===== src/rtl/sc_rr_arbiter.sv =====
// Round-robin arbiter: serialises N_MASTERS single-cycle-handshake masters onto one
// slave port, rotating priority after each completion, with a response watchdog.
module sc_rr_arbiter #(
    parameter int N_MASTERS = 4,
    parameter int TIMEOUT   = 256,
    localparam int IDW      = $clog2(N_MASTERS)
) (
    input  logic                    i_clk,
    input  logic                    i_resetb,
    input  logic [N_MASTERS-1:0]    i_m_req,
    input  logic [32*N_MASTERS-1:0] i_m_addr,
    input  logic [N_MASTERS-1:0]    i_m_cmd,
    input  logic [32*N_MASTERS-1:0] i_m_wdata,
    output logic [N_MASTERS-1:0]    o_m_ack,
    output logic [31:0]             o_m_rdata,
    output logic                    o_s_req,
    output logic [31:0]             o_s_addr,
    output logic                    o_s_cmd,
    output logic [31:0]             o_s_wdata,
    input  logic                    i_s_ack,
    input  logic [31:0]             i_s_rdata,
    output logic [IDW-1:0]          o_grant_id,
    output logic                    o_busy,
    output logic                    o_timeout
);
    localparam int CW = (TIMEOUT > 1) ? $clog2(TIMEOUT) : 1;
    localparam logic [CW-1:0] CNT_LAST = CW'((TIMEOUT > 0) ? TIMEOUT - 1 : 0);
    localparam logic [31:0] TIMEOUT_DATA = 32'hDEAD_BEEF;

    typedef enum logic [1:0] {ST_IDLE, ST_BUSY, ST_RESP} state_t;

    state_t                 state_q, state_d;
    logic [IDW-1:0]         ptr_q, ptr_d;
    logic [IDW-1:0]         grant_q, grant_d;
    logic [CW-1:0]          cnt_q, cnt_d;
    logic [N_MASTERS-1:0]   ack_q, ack_d;
    logic [31:0]            rdata_q, rdata_d;
    logic                   s_req_q, s_req_d;
    logic [31:0]            s_addr_q, s_addr_d;
    logic                   s_cmd_q, s_cmd_d;
    logic [31:0]            s_wdata_q, s_wdata_d;
    logic                   busy_q, busy_d;
    logic                   timeout_q, timeout_d;

    logic [31:0] m_addr  [N_MASTERS];
    logic [31:0] m_wdata [N_MASTERS];

    for (genvar gi = 0; gi < N_MASTERS; gi++) begin : g_unpack
        assign m_addr[gi]  = i_m_addr[32*gi +: 32];
        assign m_wdata[gi] = i_m_wdata[32*gi +: 32];
    end

    // First requester at or after ptr; the sum is one bit wider so it can exceed N before wrapping.
    logic           pick_vld;
    logic [IDW-1:0] pick_idx;
    logic [IDW:0]   scan;

    always_comb begin
        pick_vld = 1'b0;
        pick_idx = '0;
        scan     = '0;
        for (int unsigned off = 0; off < N_MASTERS; off++) begin
            scan = {1'b0, ptr_q} + (IDW+1)'(off);
            if (scan >= (IDW+1)'(N_MASTERS)) begin
                scan = scan - (IDW+1)'(N_MASTERS);
            end
            if (!pick_vld && i_m_req[IDW'(scan)]) begin
                pick_vld = 1'b1;
                pick_idx = IDW'(scan);
            end
        end
    end

    always_comb begin
        state_d   = state_q;
        ptr_d     = ptr_q;
        grant_d   = grant_q;
        cnt_d     = cnt_q;
        ack_d     = ack_q;
        rdata_d   = rdata_q;
        s_req_d   = s_req_q;
        s_addr_d  = s_addr_q;
        s_cmd_d   = s_cmd_q;
        s_wdata_d = s_wdata_q;
        busy_d    = busy_q;
        timeout_d = timeout_q;
        case (state_q)
            ST_IDLE: begin
                if (pick_vld) begin
                    grant_d   = pick_idx;
                    s_addr_d  = m_addr[pick_idx];
                    s_cmd_d   = i_m_cmd[pick_idx];
                    s_wdata_d = m_wdata[pick_idx];
                    s_req_d   = 1'b1;
                    busy_d    = 1'b1;
                    cnt_d     = '0;
                    state_d   = ST_BUSY;
                end
            end
            ST_BUSY: begin
                cnt_d = cnt_q + 1'b1;
                // Slave ack takes precedence over a watchdog expiry in the same cycle.
                if (i_s_ack) begin
                    rdata_d         = i_s_rdata;
                    ack_d           = '0;
                    ack_d[grant_q]  = 1'b1;
                    s_req_d         = 1'b0;
                    state_d         = ST_RESP;
                end else if (TIMEOUT != 0 && cnt_q == CNT_LAST) begin
                    rdata_d         = TIMEOUT_DATA;
                    ack_d           = '0;
                    ack_d[grant_q]  = 1'b1;
                    timeout_d       = 1'b1;
                    s_req_d         = 1'b0;
                    state_d         = ST_RESP;
                end
            end
            ST_RESP: begin
                ack_d     = '0;
                timeout_d = 1'b0;
                ptr_d     = (grant_q == IDW'(N_MASTERS - 1)) ? '0 : grant_q + 1'b1;
                busy_d    = 1'b0;
                state_d   = ST_IDLE;
            end
            default: state_d = ST_IDLE;
        endcase
    end

    always_ff @(posedge i_clk or negedge i_resetb) begin
        if (!i_resetb) begin
            state_q   <= ST_IDLE;
            ptr_q     <= '0;
            grant_q   <= '0;
            cnt_q     <= '0;
            ack_q     <= '0;
            rdata_q   <= '0;
            s_req_q   <= 1'b0;
            s_addr_q  <= '0;
            s_cmd_q   <= 1'b0;
            s_wdata_q <= '0;
            busy_q    <= 1'b0;
            timeout_q <= 1'b0;
        end else begin
            state_q   <= state_d;
            ptr_q     <= ptr_d;
            grant_q   <= grant_d;
            cnt_q     <= cnt_d;
            ack_q     <= ack_d;
            rdata_q   <= rdata_d;
            s_req_q   <= s_req_d;
            s_addr_q  <= s_addr_d;
            s_cmd_q   <= s_cmd_d;
            s_wdata_q <= s_wdata_d;
            busy_q    <= busy_d;
            timeout_q <= timeout_d;
        end
    end

    assign o_m_ack    = ack_q;
    assign o_m_rdata  = rdata_q;
    assign o_s_req    = s_req_q;
    assign o_s_addr   = s_addr_q;
    assign o_s_cmd    = s_cmd_q;
    assign o_s_wdata  = s_wdata_q;
    assign o_grant_id = grant_q;
    assign o_busy     = busy_q;
    assign o_timeout  = timeout_q;

endmodule


===== config.mk =====
export PLATFORM = sky130hd
export DESIGN_NAME = sc_rr_arbiter
export DESIGN_NICKNAME = d
export VERILOG_FILES = /design/src/rtl/sc_rr_arbiter.sv
export SDC_FILE = /design/constraint.sdc
export NUM_CORES = 1
export LEC_CHECK = 0
export BUFFER_PORTS_ARGS = -buffer_cell sky130_fd_sc_hd__buf_2
export CAP_MARGIN = 40
export CORE_AREA = 2 2 157 159
export DETAILED_ROUTE_END_ITERATION = 16
export DIE_AREA = 0 0 159 161
export GPL_TIMING_DRIVEN = 0
export PLACE_DENSITY = 0.56
export SYNTH_ARGS = -nofsm -noshare
export SYNTH_HDL_FRONTEND = slang
export SYNTH_SLANG_ARGS = --single-unit

===== constraint.sdc =====
create_clock -name i_clk -period 3.3 [get_ports i_clk]
set_input_delay 0.33 -clock i_clk [delete_from_list [all_inputs] [get_ports i_clk]]
set_output_delay 0.33 -clock i_clk [all_outputs]
set_load 0.01 [all_outputs]

==> results.yml, run 1 <==
outcome:
  status: "finished, final reports clean"
sta:
  slew_violations: 0
  rsz0062_at_grt: "false"
  hold-worst-slack_ns: 0.112
  worstMarginPinSlew_ns: 0.625
  tns_ns: 0
  fin_skew_ns: 0.0119
  setup_violations: 0
  hold_violations: 0
  fmax_mhz: 409
  period_needed_ns: 2.45
  slew_headroom_pct: 58.3
  min_period_over_period_pct: 74.1
global_route:
  antenna_found_initial: 0
  grt_pass1_vias: 6619
  grt_max_degree: 68
  grt-ovfl-total: 0
  grt_pass1_wl_mm: 37.3
  grtUsageTotal_pct: 18.7
clock_tree:
  cts_root_buf: "clkbuf_16"
  clockBufferDepth: 2
  cts_resized: 0
  cts_made_buffers: 17
  path_clk_slew_ns: 0.07
  cts_tree: "yes"
  cts.sinks: 118
  postCtsSetupRepairBufs: 0
  clk_latency_ns: 0.42
  cts-htree-levels: 4
die:
  row_count: 57
  initial_core_util_pct: 27.5
  die_height_microns: 161
  die_w_microns: 159
  io_pins: 405
  die_area_sq_um: 25600
  design.core.area_sq_um: 24000
setup_path:
  startpoint_type: "register"
  path_delay_family: "buffers and inverters"
  crit_buf_inv: 2
  critPathSlowestCell: "dfrtp_1"
  slowest_delay_ns: 0.44
  worstPathMaxFanout: 10
  criticalPathCategory: "reg2reg"
  path_cells: "nand2b_1, a21o_1, nand2_1, buf_2, buf_2, mux2i_1, o221ai_1"
  end_kind: "register"
  arrival_ns: 2.73
  worst_ep_required_time_ns: 3.58
  path_common_cell: "buf_2"
logic_synthesis:
  synth_edf_count: 0
  synth_flop_cell: "dfrtp_1"
  yosysWarnings: 0
  synthCells: 576
  avgSynthCellArea_sq_um: 11.4
  syn_nets: 884
  async_reset_ff_share_pct: 100
  seq_area_frac_synth_pct: 44.8
  synthesis.area_sq_um: 6600
  synth_cell_types: 42
  ys_seq_elements: 118
layout:
  final_layout_size_suffix_gt1_share_pct: 50.1
  fin_cells: 1338
  diodes: 0
  nFillCells: 2433
  fin_nets: 1309
  area_growth_pct: 47.0
  regArea_sq_um: 2950
  multi_input_area_sq_um: 3370
  final_util_pct: 40.5
min_path:
  hold_path.class: "in2reg"
detailed_routing:
  route.detailed.drc: 0
  drt-initial-drc-count: 217
  ant_nets: 0
  drtPass1Iterations: 4
  num_vias: 6293
  wire_per_inst_microns: 18.0
  vias_per_cell: 4.70
  wl_mm: 24.1
placed_design:
  dp_hpwl_mm: 18.8
  portBuffers: 404
  gp_congestion: 0.801
  dp_cells: 1305
run:
  maxCapViolCount: 0
pwr:
  total_leakage_power_nw: 5.00
  p_total_w: 0.00910
  p_per_area_nw_per_um2: 939
  peakVddDrop_mv: 0.362
==> per-layer routing <==
metal	vias up	share of wire, %	track usage [%]	routed length, microns
met5	-	0	0	0
met4	0	1.1	4.30	258
met3	17	7.5	5.19	1810
met2	282	50	32.9	12100
met1	2953	41	22.8	9860
li1	3041	-	-	-
==> flip-flops by register name, summed over array words and instances (netlist names) <==
register and count:
o_grant_id 2, o_m_rdata 32, o_s_wdata 32, o_s_req 1, ptr_q 2, o_s_addr 32, o_m_ack 4, o_timeout 1
o_s_cmd 1, cnt_q 8, state_q 2, o_busy 1
==> report_power, final <==
group / switching (W) / internal [W]
clock network: 0.000786 / 0.00122
registers: 0.000385 / 0.00214
logic: 0.00260 / 0.00197
==> placed cells by master, fill, tap and decap left out, types with 3 or more instances in the layout <==
cell type,count
buf_2,426
mux2i_1,134
dfrtp_1,118
nand2_1,79
o221ai_2,38
o221ai_1,30
o22a_1,24
clkbuf_1,17
clkbuf_16,17
nor2_1,12
a21oi_1,10
a22o_1,10
ha_1,9
o21ai_0,7
inv_1,6
buf_6,6
nor3_1,6
nand2b_1,5
inv_6,5
o2bb2ai_1,4
nand3_1,4
inv_8,4
o21ai_1,3
and2_1,3
nand3b_1,3
a22oi_1,3
bufinv_16,3
==> through the flow <==
step	area [sq um]	setup WS, ns
after global placement	9020	0.308
after detailed placement	9060	0.688
after CTS	9700	0.686
final	9700	0.854
after global routing	9700	0.558
after floorplan	6600	1.53
==> Yosys cell counts (6+ instances only) <==
cell type / n / share of area [%]
inv_1: 6 / 0.34
clkbuf_1: 17 / 0.97
ha_1: 9 / 1.7
o221ai_2: 38 / 8.7
mux2i_1: 134 / 20
nor2_1: 12 / 0.68
o21ai_0: 7 / 0.53
o221ai_1: 30 / 4.0
nand2_1: 79 / 4.5
o22a_1: 24 / 3.2
buf_2: 23 / 1.7
nor3_1: 6 / 0.46
a21oi_1: 10 / 0.76
a22o_1: 10 / 1.3
dfrtp_1: 118 / 45
==> area by class of cell <==
type                    instances  area share [%]
inverters                       6           0.232
repair buffers                406            21.3
clock buffers                  17            4.39
plain buffers                  48            2.62
flip-flops and latches        118            30.5
multi-input cells             404            34.7
clock inverters                15            2.10
well taps                     324            4.18
==> final timing paths <==
path / cells past startpoint / end / start / slack (ns)
min in group asynchronous: 2 / o_m_rdata[30] / i_resetb / 0.42
max: 7 / o_s_wdata[10] / ptr_q[1] / 0.85
max reg2reg: 7 / o_s_wdata[10] / ptr_q[1] / 0.85
max in group asynchronous: 3 / o_s_addr[31] / i_resetb / 2.16
min reg2reg: 2 / o_s_addr[3] / o_s_addr[3] / 0.48
min: 2 / o_m_rdata[18] / i_s_rdata[18] / 0.11
==> repair_timing <==
item / 4_1_cts / 5_1_grt
endpoints found under the setup margin: 0 / 0
hold endpoints to repair: 51 / 0
hold buffers: 1 / 0
==> cell families after synthesis <==
kind of cell,Yosys count,synth area share (%)
multiplexers,137,20.8
AO/OA/AOI/OAI,135,20.3
AND/OR/NAND/NOR,122,8.04
flip-flops,118,44.8
buffers and inverters,54,4.19
adder cells (fa/ha/maj),9,1.71
XOR/XNOR,1,0.133
No activity file was read; power rests on OpenSTA's default activity.
==> inputs of run 2 (changes only) <==
PLACE_DENSITY = 0.58   (was 0.56)
clock period = 2.1 ns   (was 3.3 ns; I/O delays follow)
==> run 2 against run 1 <==
  * Cell count rose by 2.0%
  * Combinational power grew 62%
  * Critical endpoint is now o_s_wdata[8]
  * Global-route usage increased by 0.28 points
  * Largest power group unchanged
  * Clock-buffer cell count increased by 1
  * Wire length rose by 2.7%
  * Via count rose by 2.7%
  * Fmax is 21% higher
  * Non-clock buffer count up 27
  * Setup slack worse by 0.77 ns
  * Sequential share of layout area is 1.0 points lower
==> results.yml, run 2 (same netlist as run 1, synthesis figures left out) <==
outcome:
  status: "finished, final reports clean"
clock_tree:
  cts_root_buf: "clkbuf_16"
  clockBufferDepth: 2
  cts-htree-levels: 4
  cts_made_buffers: 17
  path_clk_slew_ns: 0.07
  postCtsSetupRepairBufs: 0
  cts_tree: "yes"
  cts.sinks: 118
  clk_latency_ns: 0.42
layout:
  area_growth_pct: 52.1
  final_cell_mix: "414 x buf_2, 129 x mux2i_1, 118 x dfrtp_1"
  nFillCells: 2381
  final_layout_size_suffix_gt1_share_pct: 50.1
  diodes: 0
  regArea_sq_um: 2950
  multi_input_area_sq_um: 3410
  final_common_cell: "buf_2"
  final_design_area_no_fill_sq_um: 10000
  fin_nets: 1336
die:
  die_height_microns: 161
  row_count: 57
  die_w_microns: 159
  initial_core_util_pct: 27.5
  design.core.area_sq_um: 24000
  io_pins: 405
  die_area_sq_um: 25600
global_route:
  grt_pass1_vias: 6779
  antenna_found_initial: 0
  grtUsageTotal_pct: 19.0
  grt-ovfl-total: 0
  grt_max_degree: 66
  grt_pass1_wl_mm: 38.0
detailed_routing:
  vias_per_cell: 4.73
  ant_nets: 0
  drt-initial-drc-count: 278
  wire_per_inst_microns: 18.1
  wl_mm: 24.7
  num_vias: 6462
  route.detailed.drc: 0
  drtPass1Iterations: 4
sta:
  worstMarginPinSlew_ns: 0.557
  rsz0062_at_grt: "true"
  hold-worst-slack_ns: 0.0135
  fin_skew_ns: 0.0132
  hold_violations: 0
  slew_violations: 0
  slew_headroom_pct: 62.5
  fmax_mhz: 495
  min_period_over_period_pct: 96.1
  setup_violations: 0
  period_needed_ns: 2.02
setup_path:
  arrival_ns: 2.29
  worstPathMaxFanout: 10
  path_cells: "nand2b_1, a21o_1, nand2_1, buf_6, buf_6, mux2i_1, o221ai_1"
  critPathSlowestCell: "dfrtp_1"
  startpoint_type: "register"
  criticalPathCategory: "reg2reg"
  path_common_cell: "buf_6"
  end_kind: "register"
  reg2reg_depth: 7
  slowest_delay_ns: 0.43
  worst_ep_required_time_ns: 2.37
pwr:
  total_leakage_power_nw: 5.12
  p_per_area_nw_per_um2: 1440
  peakVddDrop_mv: 0.531
placed_design:
  dp_hpwl_mm: 19.0
  gp_congestion: 0.811
  dpl_cell_area_sq_um: 9060
  portBuffers: 404
min_path:
  hold_path_depth: 2
  hold_path.class: "in2reg"
run:
  maxCapViolCount: 0
run 2: changes by cell type in the layout (fill, tap and decap cells not counted), moves of 2 or more:
cell / before / now
dlygate4sd3_1: 1 / 28
buf_2: 426 / 414
buf_4: 2 / 11
clkbuf_1: 17 / 11
clkbuf_2: 0 / 6
mux2i_1: 134 / 129
mux2i_2: 0 / 5
buf_6: 6 / 9
inv_8: 4 / 1
clkinvlp_4: 1 / 3
run 2: worst paths after layout:
kind / startpoint / to / slack, ns
min in group asynchronous: i_resetb / o_m_rdata[18] / 0.31
hold / removal: i_s_rdata[24] / o_m_rdata[24] / 0.01
setup reg to reg: ptr_q[1] / o_s_wdata[8] / 0.08
max in group asynchronous: i_resetb / o_s_wdata[8] / 1.07
hold reg to reg: o_s_addr[3] / o_s_addr[3] / 0.48
setup / recovery: ptr_q[1] / o_s_wdata[8] / 0.08
run 2: final cells by class:
type                       count  area share, %
multi-input combinational    404           34.0
tap                          324           4.04
buffer                        48           3.02
clock inverter                14           1.63
timing repair buffer         433           23.3
inverter                       6          0.225
clock buffer                  18           4.38
sequential                   118           29.4
run 2: metrics by stage:
step | setup TNS [ns] | util, % | instances | setup WS [ns] | power [W]
after floorplan | 0 | - | 576 | 0.333 | 0.00856
after global placement | -104.10 | 37.7 | 1304 | -0.791 | 0.0112
after detailed placement | -11.70 | 37.8 | 1305 | -0.327 | 0.0113
after CTS | 0 | 41.7 | 1363 | 0.000622 | 0.0145
after global routing | -0.0488 | 41.9 | 1365 | -0.0252 | 0.0154
final | 0 | 41.9 | 1365 | 0.0817 | 0.0144
run 2: report_power, final:
part,internal (W),total (W),switching (W),leakage [nW]
clock,0.00181,0.00300,0.00119,0.286
sequential,0.00336,0.00401,0.000648,1.43
combinational,0.00325,0.00739,0.00414,3.40
run 2: routing by layer:
metal	part of all wire [%]	global-route usage, %	vias up	routed length (microns)
met5	0	0	-	0
met4	2.4	6.86	0	601
met3	6.2	4.85	34	1520
met2	50	32.6	271	12300
met1	42	23.1	3056	10300
li1	-	-	3101	-
run 2: timing repair:
item | in CTS | in global routing
hold buffers | 26 | 2
setup endpoints to repair | 58 | 76
pin swaps | 0 | 0
endpoints found under the hold margin | 78 | 2
gates resized for setup | 22 | 12
run 2: critical path, delay by kind of cell (launching register included):
| family | cells | cell delay [ns] |
|---|---|---|
| and+or+nand+nor | 2 | 0.31 |
| AOI/OAI and AO/OA | 2 | 0.34 |
| muxes | 1 | 0.32 |
| buffers and inverters | 2 | 0.46 |
| DFF | 1 | 0.43 |
==> inputs of run 3 (changes only) <==
CTS_CLUSTER_DIAMETER = 60   (was unset)
SETUP_SLACK_MARGIN = 0.4   (was unset)
==> run 3 against run 2 <==
  * Design area up 14%
  * Largest power group unchanged
  * Register-to-register slack better by 0.14 ns
  * Global-route usage up 1.6 points
  * Clock skew down 0.0048 ns
  * Fmax up 7.6%
  * Critical endpoint is now o_s_addr[31]
  * Largest cell class unchanged
  * Total power up 17%
  * Hold slack better by 0.011 ns
  * Die area unchanged
  * Clock power up 5%
  * Non-clock buffer count up 39
  * Sequential share of layout area down 3.6 points
  * First-iteration DRC count up 3.6%
==> results.yml, run 3 (same netlist as run 1, synthesis figures left out) <==
detailed_routing:
  drtPass1Iterations: 5
  route.detailed.drc: 0
  num_vias: 6715
  wire_per_inst_microns: 19.1
  wl_mm: 26.8
  drt-initial-drc-count: 288
  ant_nets: 0
  vias_per_cell: 4.78
global_route:
  grt_max_degree: 67
  grt_pass1_vias: 7032
  use_met2_pct: 36.1
  top_usage_layer: "met2"
  antenna_found_initial: 1
  grtUsageTotal_pct: 20.5
  grt_pass1_wl_mm: 40.7
  met3_usage_pct: 4.62
  use_met1_pct: 25.4
  grt-ovfl-total: 0
die:
  initial_core_util_pct: 27.5
  io_pins: 405
  die_height_microns: 161
  row_count: 57
  design.core.area_sq_um: 24000
  die_w_microns: 159
  die_area_sq_um: 25600
setup_path:
  end_kind: "register"
  startpoint_type: "register"
  arrival_ns: 2.20
  worstPathMaxFanout: 5
  worst_ep_required_time_ns: 2.43
  criticalPathCategory: "reg2reg"
layout:
  area_growth_pct: 73.6
  diodes: 0
  final_layout_size_suffix_gt1_share_pct: 60.6
  final_common_cell: "buf_2"
  final_cell_mix: "407 x buf_2, 116 x dfrtp_1, 77 x nand2_1"
  final_design_area_no_fill_sq_um: 11500
  fin_nets: 1375
clock_tree:
  cts_root_buf: "clkbuf_16"
  cts_made_buffers: 17
  clockBufferDepth: 2
  path_clk_slew_ns: 0.06
  cts_tree: "yes"
  cts.sinks: 118
  clk_latency_ns: 0.42
  cts-htree-levels: 4
sta:
  fin_ws_ns: 0.224
  worstMarginPinSlew_ns: 0.577
  rsz0062_at_grt: "true"
  fmax_mhz: 533
  slew_headroom_pct: 61.2
  min_period_over_period_pct: 89.3
  hold_violations: 0
  slew_violations: 0
  fin_skew_ns: 0.00849
  setup_violations: 0
  period_needed_ns: 1.88
pwr:
  peakVddDrop_mv: 0.546
  p_per_area_nw_per_um2: 1480
  total_leakage_power_nw: 5.50
  p_total_w: 0.0169
placed_design:
  dpl_cell_area_sq_um: 9080
  portBuffers: 404
  gp_congestion: 0.817
  dp_hpwl_mm: 19.0
  place_ws_ns: -0.492
run:
  maxCapViolCount: 0
outcome:
  status: "finished, final reports clean"
min_path:
  hold_path.class: "in2reg"
==> run 3: cell types whose count changed in the layout (fill, tap and decap cells not counted), moves of 8 or more <==
cell / change
buf_4: +8
mux2i_4: +19
buf_12: +19
mux2i_2: +34
o221ai_2: +19
o221ai_1: -19
mux2i_1: -53
==> run 3: stage by stage <==
step           util (%)  cells  TNS, ns  hold WS (ns)
3_3_place_gp       37.8   1304  -104.57         0.420
3_5_place_dp       37.9   1305   -11.55         0.202
6_report           47.8   1404        0        0.0249
5_1_grt            47.8   1404        0       0.00416
4_1_cts            46.7   1398        0       0.00279
2_1_floorplan         -    576        0       -0.0856
==> run 3: path summary, 6_finish.rpt <==
kind	startpoint	endpoint	slack (ns)	cells past startpoint
setup reg to reg	state_q[1]	o_s_addr[31]	0.22	9
max in group asynchronous	i_resetb	o_s_wdata[9]	1.03	3
min in group asynchronous	i_resetb	o_m_rdata[13]	0.34	2
hold / removal	i_s_rdata[20]	o_m_rdata[20]	0.02	2
hold reg to reg	o_s_addr[10]	o_s_addr[10]	0.48	2
setup / recovery	state_q[1]	o_s_addr[31]	0.22	9
==> run 3: timing repair <==
item / in CTS / in global routing
buffers inserted: 24 / 5
endpoints found under the hold margin: 80 / 0
pin swaps: 48 / 10
gates resized for setup: 168 / 50
hold buffers: 29 / 0
setup endpoints to repair: 109 / 106
cloned: 8 / 1
==> run 3: final cells by class <==
cell class,count,area (sq um)
fillers,2254,12500
inverters,6,22.5
flip-flops and latches,118,2960
multi-input cells,404,3990
repair buffers,472,2920
plain buffers,48,537
clock buffers,18,439
clock inverters,14,189
well taps,324,405
==> run 3: worst max-delay path, stage by stage, from the launching register on <==
cell and delay [ns]:
dfrtp_1 0.40, inv_2 0.09, ha_4 0.15, nand2b_4 0.05, buf_6 0.11, or3_4 0.40, buf_12 0.15, buf_12 0.14
buf_16 0.14, o221ai_2 0.15
==> run 3: power by group <==
part	switching [W]	total [W]	internal [W]
Clock	0.00121	0.00315	0.00194
Combinational	0.00484	0.00974	0.00490
Sequential	0.000656	0.00402	0.00337
Total	0.00670	0.0169	0.0102
==> run 3: metal layers <==
layer | share of wire (%) | routed length (microns) | up-vias
met5 | 0.049 | 13 | -
met4 | 1.8 | 479 | 2
met3 | 5.7 | 1530 | 26
met2 | 51 | 13600 | 277
met1 | 42 | 11100 | 3232
li1 | - | - | 3178
